==> config.mk <==
export PLATFORM = sky130hd
export DESIGN_NAME = arbitro_rr_mux_flat
export DESIGN_NICKNAME = d
export VERILOG_FILES = /design/src/rtl/arbitro_rr_mux_if.sv /design/src/rtl/arbitro_rr_mux.sv /design/src/flat_wrapper.sv
export SDC_FILE = /design/constraint.sdc
export NUM_CORES = 1
export LEC_CHECK = 0
export BUFFER_PORTS_ARGS = -buffer_cell sky130_fd_sc_hd__buf_2
export CORE_UTILIZATION = 40
export CTS_CLUSTER_SIZE = 28
export DETAILED_ROUTE_END_ITERATION = 6
export PLACE_DENSITY = 0.72
export SETUP_SLACK_MARGIN = 0.2
export SYNTH_ARGS = -nofsm -noshare
export SYNTH_HDL_FRONTEND = slang
export SYNTH_SLANG_ARGS = --single-unit
==> constraint.sdc <==
create_clock -name clk -period 1.6 [get_ports clk]
set_input_delay 0.32 -clock clk [delete_from_list [all_inputs] [get_ports clk]]
set_output_delay 0.32 -clock clk [all_outputs]
set_load 0.01 [all_outputs]
==> src/rtl/arbitro_rr_mux_if.sv <==
// Handshake bundle between the round-robin arbiter, its four requesters and the 4:1 mux.
// ARBITRO_CONTADOR_EN adds the per-requester grant counters to the bundle.
interface arbitro_rr_mux_if
`ifdef ARBITRO_CONTADOR_EN
  #(parameter int CUENTA_BITS = 8)
`endif
  ;
  logic [3:0] solicitud;
  logic       pausa;
  logic       enb;
  logic [1:0] selector;
  logic [3:0] concesion;
`ifdef ARBITRO_CONTADOR_EN
  logic [CUENTA_BITS-1:0] cuenta0;
  logic [CUENTA_BITS-1:0] cuenta1;
  logic [CUENTA_BITS-1:0] cuenta2;
  logic [CUENTA_BITS-1:0] cuenta3;

  modport master (input solicitud, input pausa,
                  output enb, output selector, output concesion,
                  output cuenta0, output cuenta1, output cuenta2, output cuenta3);
  modport slave  (output solicitud, output pausa,
                  input enb, input selector, input concesion,
                  input cuenta0, input cuenta1, input cuenta2, input cuenta3);
`else
  modport master (input solicitud, input pausa,
                  output enb, output selector, output concesion);
  modport slave  (output solicitud, output pausa,
                  input enb, input selector, input concesion);
`endif
endinterface

==> src/rtl/arbitro_rr_mux.sv <==
// Round-robin arbiter for a shared 4:1 mux with bounded bursts and downstream pause.
// Optional feature macro: ARBITRO_CONTADOR_EN (per-requester saturating grant counters).
module arbitro_rr_mux #(
  parameter int MAX_RAFAGA = 4
`ifdef ARBITRO_CONTADOR_EN
  , parameter int CUENTA_BITS = 8
`endif
) (
  input  logic              clk,
  input  logic              reset,
  arbitro_rr_mux_if.master  bus
);

  localparam int RW = $clog2(MAX_RAFAGA + 1);
  localparam logic [RW-1:0] RAFAGA_MAX = RW'(MAX_RAFAGA);
  localparam logic [RW-1:0] RAFAGA_UNO = RW'(1);

  typedef enum logic [1:0] {IDLE, GRANT, PAUSA} estado_t;

  estado_t        estado;
  logic [1:0]     puntero;
  logic [RW-1:0]  rafaga;
  logic [1:0]     selector;
  logic [3:0]     concesion;
  logic           enb;

  logic [2:0]     desde_puntero;
  logic [2:0]     desde_siguiente;
  logic [1:0]     siguiente;
  logic           sigue;
  logic           liberar;

  // Returns {found, index} of the first set request scanning p, p+1, ... mod 4.
  function automatic logic [2:0] buscar(input logic [3:0] s, input logic [1:0] p);
    logic [1:0] idx;
    buscar = 3'b000;
    for (int k = 3; k >= 0; k--) begin
      idx = p + 2'(k);
      if (s[idx]) buscar = {1'b1, idx};
    end
  endfunction

  always_comb begin
    siguiente       = selector + 2'd1;
    desde_puntero   = buscar(bus.solicitud, puntero);
    desde_siguiente = buscar(bus.solicitud, siguiente);
    sigue           = bus.solicitud[selector] && (rafaga < RAFAGA_MAX);
    liberar         = (estado != IDLE) && !bus.pausa && !sigue;
  end

  // The held winner lives in selector while in GRANT/PAUSA; release rotates past it,
  // so the old winner is naturally searched last.
  always_ff @(posedge clk) begin
    if (reset) begin
      estado    <= IDLE;
      puntero   <= 2'd0;
      rafaga    <= '0;
      selector  <= 2'd0;
      concesion <= 4'd0;
      enb       <= 1'b0;
    end else if (liberar) begin
      puntero <= siguiente;
      if (desde_siguiente[2]) begin
        estado    <= GRANT;
        selector  <= desde_siguiente[1:0];
        concesion <= 4'b0001 << desde_siguiente[1:0];
        enb       <= 1'b1;
        rafaga    <= RAFAGA_UNO;
      end else begin
        estado    <= IDLE;
        selector  <= 2'd0;
        concesion <= 4'd0;
        enb       <= 1'b0;
        rafaga    <= '0;
      end
    end else begin
      unique case (estado)
        IDLE: begin
          if (!bus.pausa && desde_puntero[2]) begin
            estado    <= GRANT;
            selector  <= desde_puntero[1:0];
            concesion <= 4'b0001 << desde_puntero[1:0];
            enb       <= 1'b1;
            rafaga    <= RAFAGA_UNO;
          end
        end
        GRANT: begin
          if (bus.pausa) begin
            estado    <= PAUSA;
            concesion <= 4'd0;
            enb       <= 1'b0;
          end else begin
            rafaga <= rafaga + RAFAGA_UNO;
          end
        end
        PAUSA: begin
          if (!bus.pausa) begin
            estado    <= GRANT;
            concesion <= 4'b0001 << selector;
            enb       <= 1'b1;
            rafaga    <= rafaga + RAFAGA_UNO;
          end
        end
        default: estado <= IDLE;
      endcase
    end
  end

  assign bus.enb       = enb;
  assign bus.selector  = selector;
  assign bus.concesion = concesion;

`ifdef ARBITRO_CONTADOR_EN
  logic [CUENTA_BITS-1:0] cuenta [4];

  always_ff @(posedge clk) begin
    if (reset) begin
      for (int i = 0; i < 4; i++) cuenta[i] <= '0;
    end else begin
      for (int i = 0; i < 4; i++)
        if (concesion[i] && (cuenta[i] != {CUENTA_BITS{1'b1}}))
          cuenta[i] <= cuenta[i] + {{(CUENTA_BITS-1){1'b0}}, 1'b1};
    end
  end

  assign bus.cuenta0 = cuenta[0];
  assign bus.cuenta1 = cuenta[1];
  assign bus.cuenta2 = cuenta[2];
  assign bus.cuenta3 = cuenta[3];
`endif

endmodule

==> src/flat_wrapper.sv <==
// flat-port wrapper written by rule: the top's interface ports become plain ports
module arbitro_rr_mux_flat 
#(
  parameter int MAX_RAFAGA = 4

)
  (clk, reset, bus_solicitud, bus_pausa, bus_enb, bus_selector, bus_concesion);
  arbitro_rr_mux_if bus_i ();
  input  logic clk;
  input  logic reset;
  input wire logic [$bits(bus_i.solicitud)-1:0] bus_solicitud;
  input wire logic [$bits(bus_i.pausa)-1:0] bus_pausa;
  output wire logic [$bits(bus_i.enb)-1:0] bus_enb;
  output wire logic [$bits(bus_i.selector)-1:0] bus_selector;
  output wire logic [$bits(bus_i.concesion)-1:0] bus_concesion;
  assign bus_i.solicitud = bus_solicitud;
  assign bus_i.pausa = bus_pausa;
  assign bus_enb = bus_i.enb;
  assign bus_selector = bus_i.selector;
  assign bus_concesion = bus_i.concesion;
  arbitro_rr_mux #(.MAX_RAFAGA(MAX_RAFAGA)) u_core (.clk(clk), .reset(reset), .bus(bus_i));
endmodule
==> metrics.md, run 1 <==
| Metric | Value |
|---|---|
| Via-to-Cell Ratio | `6.211` |
| Most frequent cells in the layout | `buf_4, buf_2, a21oi_1` |
| Worst skew pair latency | `~0.28 ns` |
| Gr usage total | `0.2483` |
| Yosys cell types | `52` |
| DRT Pass-1 Iters | `4` |
| Initial Util | `0.4386` |
| Die ar. | `just over 0.003 mm2` |
| Tmin final | `1.934 ns` |
| Layout cell share with drive strength beyond 1 | `0.5372` |
| Critical Path Start | `u_core.rafaga[2]` |
| Clock Sinks | `14` |
| LEAKAGE | `0.7072 nW` |
| Async SR Flop Fraction | `0` |
| Ant. Diodes | `0` |
| Area Overhead vs Synth | `58.48%` |
| Slew Viols, Final | `0` |
| WL per Instance | `between 15 and 20 um` |
| Register area share after synthesis | `0.2467` |
| CTS tree | `yes` |
| Outcome | `finished with violations` |
| Die height | `~55 um` |
| Critical path capture point type | `flip-flop` |
| Fillcell total | `between 150 and 200` |
| Footprint of the multi-input gates | `about 0.0010 mm2` |
| Inserted Clock Buffers | `3` |
| Most common cell after layout, fill and taps aside | `buf_4` |
| Peak Freq | `about 0.52 GHz` |
| Vias in the first global route | `~1,400` |
| Chip Width | `~55 um` |
| HP Start | `reset` |
| Total Power | `2.041 mW` |
| Rows | `18` |
| Mapped Nets | `153` |
| # Max-Cap Violations | `0` |
| GP Congestion | `about 0.85` |
| # hold bufs at CTS | `0` |
| Finished Cell Area | `0.001800 mm2` |
| Critical Path RT | `~1.8 ns` |
| Syn_area_per_cell | `around 8.1 um2` |
| Startpoint Class | `flip-flop` |
| Pwr Density | `1133 mW/mm2` |
| Setup tns final | `-1.574 ns` |
| CTS root buf | `clkbuf_4` |
| Final Hold Fails | `0` |
| Largest net degree at the start of global routing | `15` |
| Final WL | `4049 um` |
| Worst-Margin Slew | `0.4698 ns` |
| Crit-path cells | `or2_4 > o221ai_4 > nor2_4 > or4_1 > a311oi_1` |
| 1st-iter DRT viols | `54` |
| Largest area contributor in the netlist | `dfxtp_1` |
| Final layout net count | `between 200 and 250` |
| Residual DRC count | `0` |
| # IOs | `14` |
| Dpl hpwl | `approximately 2400 um` |
| Synth area leaders | `dfxtp_1, a21oi_1, ha_1` |
| Peak supply drop | `0.7717 mV` |
| Most used flip-flop cell after synthesis | `dfxtp_1` |
| First-pass GRT wire length | `just over 6000 um` |
| Core region area | `roughly 0.0026 mm2` |
| Unrepaired setup endpoints after global routing | `yes` |
| Register area | `roughly 290 um2` |
| Port Buffers | `13` |
| Final Skew | `between 0.002 and 0.0025 ns` |
| Yosys warnings | `0` |
| Routed via count | `between 1,000 and 1,500` |
| HP Class | `in2reg` |
| Tcrit/Tclk final | `1.209` |
| Final Setup Violations | `10` |
| Pre-CTS WS | `-0.2008 ns` |
| Initial antenna violation count | `0` |
| Post-DRT Antenna Nets | `0` |
| Clock transition at the registers of the reported paths | `about 0.09 ns` |
| Failing checks | `setup timing` |
| Worst Path Max Fanout | `5` |
| Overflow after GRT | `0` |
| Critical path class | `reg2reg` |
| Critical-path top delay cell | `or4_1` |
| Slew HR | `0.6868` |
| Critical path data arrival time | `2.12 ns` |
| H-tree Lvls | `1` |
| Placed inst area | `~0.0015 mm2` |
| Clock tree buffer depth | `2` |
| Post-synth EDFFs | `0` |
| Synthesized instance count | `141` |
| Synthesized flop and latch total | `14` |
| Yosys top cell area share | `0.2467` |
| Slowest stage delay, CP | `approximately 0.53 ns` |
| FF-to-FF Start | `u_core.rafaga[2]` |
| Post-Syn Area | `around 0.0011 mm2` |
| Setup WS post-layout | `-0.3344 ns` |
## where the power goes
| group | switching (mW) | total, mW | internal, mW |
|---|---|---|---|
| registers | 0.0619 | 0.494 | 0.432 |
| logic | 0.702 | 1.33 | 0.631 |
| clock network | 0.126 | 0.214 | 0.0875 |
| total | 0.890 | 2.04 | 1.15 |
## cell usage after synthesis (2+ instances only)
| master | number |
|---|---|
| a211oi_1 | 6 |
| a21oi_1 | 16 |
| a22oi_1 | 2 |
| a311oi_1 | 3 |
| a32oi_1 | 2 |
| buf_4 | 2 |
| clkbuf_1 | 3 |
| dfxtp_1 | 14 |
| ha_1 | 5 |
| inv_1 | 10 |
| mux2i_1 | 2 |
| nand2_1 | 14 |
| nand2b_1 | 6 |
| nor2_1 | 7 |
| nor3_1 | 2 |
| o211ai_1 | 2 |
| o21a_1 | 2 |
| o21ai_0 | 5 |
| o21ai_1 | 2 |
| or2_2 | 2 |
| or4_1 | 3 |
## repair_timing
item / CTS / global route
pin swaps: 7 / 8
resized for setup: 31 / 13
buffers inserted: 4 / 6
endpoints found under the hold margin: 0 / 0
setup endpoints to repair: 14 / 14
## metal layers
layer | global-route usage | wire [um]
met2 | 0.4372 | 2028
met3 | 0.05386 | 243
met1 | 0.2709 | 1624
met5 | 0 | 0
met4 | 0.1464 | 153
## path summary, 6_finish.rpt
kind / end / slack, ns / depth (start not counted)
max reg2reg: u_core.bus.concesion[0] / -0.33 / 5
min reg2reg: u_core.rafaga[1] / 0.50 / 2
min: u_core.rafaga[2] / 0.41 / 2
max: u_core.bus.concesion[0] / -0.33 / 5
## final cells by class
class,instances,area share
clock buffers,3,0.01251
inverters,10,0.02085
multi-input cells,110,0.5768
flip-flops and latches,14,0.1598
well taps,30,0.02085
repair buffers,51,0.2092
## stage by stage
stage	util	hold WS, ns	cells
final	0.6952	0.4118	218
after global routing	0.6952	0.4216	218
after CTS	0.6546	0.3878	212
after detailed placement	0.5763	0.4873	205
after global placement	0.5763	0.4709	205
after floorplan	-	0.3847	141
## critical path, delay by kind of cell (launching register included)
kind            cells  cell delay, ns
simple gates        3            0.90
compound gates      2            0.61
flops               1            0.33
## cell families after synthesis
group | Yosys count | share of synthesized area
mux | 4 | 0.04956
fa+ha+maj | 5 | 0.05507
xor+xnor | 1 | 0.007711
compound gates | 56 | 0.3601
buf+inv | 17 | 0.07048
flops | 14 | 0.2467
simple gates | 44 | 0.2104
## sequential cells by signal (all words and copies together) (netlist names)
| name | flops |
|---|---|
| u_core.bus.concesion | 4 |
| u_core.bus.selector | 2 |
| u_core.bus.enb | 1 |
| u_core.puntero | 2 |
| u_core.rafaga | 3 |
| u_core.estado | 2 |
Note: power is estimated with default switching activity, not from simulation.
==> run 2, diff against run 1 <==
PLACE_DENSITY = not set   (was 0.72)
SETUP_SLACK_MARGIN = 0.05   (was 0.2)
==> metrics.md, run 2 (synthesized netlist as in run 1, its figures left out) <==
| Metric | Value |
|---|---|
| Placed insts | `203 (-0.98%)` |
| Startpoint Class | `flip-flop` |
| Pwr Density | `1153 mW/mm2 (+1.7%)` |
| CP bufs+invs | `0 (unchanged)` |
| Clock Sinks | `14 (unchanged)` |
| Most common cell after layout, fill and taps aside | `buf_4` |
| DRT Pass-1 Iters | `4 (unchanged)` |
| Port Buffers | `13 (unchanged)` |
| Pre-CTS WS | `-0.2619 ns (-0.06109 ns)` |
| Worst skew pair latency | `0.30 ns (+0.02 ns)` |
| Slew HR | `0.6553 (-0.03149)` |
| Crit path max-delay family | `simple AND/OR/NAND/NOR gates` |
| 1st-iter DRT viols | `71 (+31%)` |
| Die ar. | `0.003058 mm2 (unchanged)` |
| Overflow after GRT | `0 (unchanged)` |
| CTS root buf | `clkbuf_4` |
| FF-to-FF Start | `u_core.bus.selector[1]` |
| Initial Util | `0.4386 (unchanged)` |
| Gr usage total | `0.2299 (-0.01842)` |
| Die height | `55.30 um (unchanged)` |
| Layout cell share with drive strength beyond 1 | `0.4917 (-0.04552)` |
| Final Setup Violations | `13 (+3)` |
| Slowest stage delay, CP | `0.52 ns (about the same)` |
| Worst Path Max Fanout | `6 (+1)` |
| Residual DRC count | `0 (unchanged)` |
| Final WL | `3541 um (-13%)` |
| # hold bufs at CTS | `0 (unchanged)` |
| Setup tns final | `-1.237 ns (+0.3374 ns)` |
| Worst-Margin Slew | `0.5132 ns (+0.04338 ns)` |
| Inserted Clock Buffers | `3 (unchanged)` |
| Critical path class | `reg2reg` |
| HP Class | `in2reg` |
| Critical path data arrival time | `1.99 ns (-0.13 ns)` |
| Post-DRT Antenna Nets | `0 (unchanged)` |
| Outcome | `finished with violations` |
| Fin cells | `211 (-3.2%)` |
| Biggest regs | `u_core.bus.concesion x4, u_core.rafaga x3` |
| Final Hold Fails | `0 (unchanged)` |
| Largest register by flop count | `u_core.bus.concesion` |
| Setup WS post-layout | `-0.1677 ns (+0.1667 ns)` |
| Dpl hpwl | `2334 um (-2.9%)` |
| Critical path capture point type | `flip-flop` |
| Rows | `18 (unchanged)` |
| Slew Viols, Final | `0 (unchanged)` |
| Clock tree buffer depth | `2 (unchanged)` |
| Tmin final | `1.768 ns (-0.1667 ns)` |
| Uppermost routed layer | `met4` |
| Routed via count | `1,280 (-5.5%)` |
| # IOs | `14 (unchanged)` |
| # Max-Cap Violations | `0 (unchanged)` |
| LEAKAGE | `0.6631 nW (-6.2%)` |
| Initial antenna violation count | `0 (unchanged)` |
| GP Congestion | `0.8651 (+1.4%)` |
| WL per Instance | `16.78 um (-9.6%)` |
| First-pass GRT wire length | `5671 um (-6.1%)` |
| Critical Path Start | `u_core.bus.selector[1]` |
| HP Start | `reset` |
| Via-to-Cell Ratio | `6.066 (-2.3%)` |
| Critical-path top delay cell | `or4_4` |
| Core region area | `0.002590 mm2 (unchanged)` |
| H-tree Lvls | `1 (unchanged)` |
| Crit-path cells | `mux2i_4 > o221ai_4 > nor2_4 > or4_4 > a311oi_2` |
| Peak supply drop | `0.7457 mV (-3.4%)` |
| Ant. Diodes | `0 (unchanged)` |
| Final layout net count | `195 (-3.5%)` |
| Chip Width | `55.30 um (unchanged)` |
| Most frequent cells in the layout | `buf_4, buf_2, nand2_1` |
| Area Overhead vs Synth | `52.97%` |
| Clock transition at the registers of the reported paths | `0.10 ns (about the same)` |
| Met1 WL | `1594 um (-1.8%)` |
| Routed wl met2 | `1737 um (-14%)` |
| Largest net degree at the start of global routing | `15 (unchanged)` |
| DR WL met3 | `191 um (-21%)` |
| Critical Path RT | `1.82 ns (+0.03 ns)` |
| Tcrit/Tclk final | `1.105 (-0.1042)` |
| Hold slack | `0.4000 ns (-0.01177 ns)` |
| CTS tree | `yes` |
| Final Skew | `0.01105 ns (+0.008779 ns)` |
| Vias in the first global route | `1,248 (-7.7%)` |
| Max reg flops | `4 (unchanged)` |
| Unrepaired setup endpoints after global routing | `yes` |
| Failing checks | `setup timing` |
| Peak Freq | `0.5657 GHz (+9.4%)` |
run 2: worst paths after layout:
check | to | cells past startpoint | slack (ns)
setup / recovery | u_core.bus.concesion[0] | 5 | -0.17
hold / removal | u_core.puntero[1] | 2 | 0.40
setup reg to reg | u_core.bus.concesion[0] | 5 | -0.17
hold reg to reg | u_core.rafaga[1] | 2 | 0.49
run 2: layout make-up:
type	instances	area [um2]
inverter	10	37.54
clock buffer	3	22.52
sequential	14	289.0
timing repair buffer	44	342.8
fill	204	852.1
tap	30	37.54
multi-input combinational	110	1008
run 2: worst register-to-register path, cell delays in order (launching register included):
cell	delay (ns)
dfxtp_4	0.39
mux2i_4	0.20
o221ai_4	0.28
nor2_4	0.09
or4_4	0.53
a311oi_2	0.20
run 2: through the flow:
step | power [mW] | area [um2] | utilization
final | 2.004 | 1738 | 0.6710
after global routing | 2.120 | 1738 | 0.6710
after CTS | 1.875 | 1639 | 0.6329
after detailed placement | 1.463 | 1460 | 0.5638
after global placement | 1.444 | 1460 | 0.5638
after floorplan | 1.100 | 1199 | -
run 2: report_power, final:
| group | internal [mW] | switching (mW) |
|---|---|---|
| registers | 0.433 | 0.0627 |
| logic | 0.636 | 0.646 |
| clock network | 0.0878 | 0.139 |
run 2: timing repair:
| action | 4_1_cts | 5_1_grt |
|---|---|---|
| resized for setup | 33 | 14 |
| setup endpoints to repair | 14 | 14 |
| cloned | 0 | 1 |
| pin swaps | 4 | 12 |
| setup buffers | 3 | 1 |
run 2: per-layer routing:
metal	GRT usage	up-vias
li1	-	624
met1	0.2977	603
met5	0	-
met2	0.3890	47
met4	0.05357	0
met3	0.04918	6
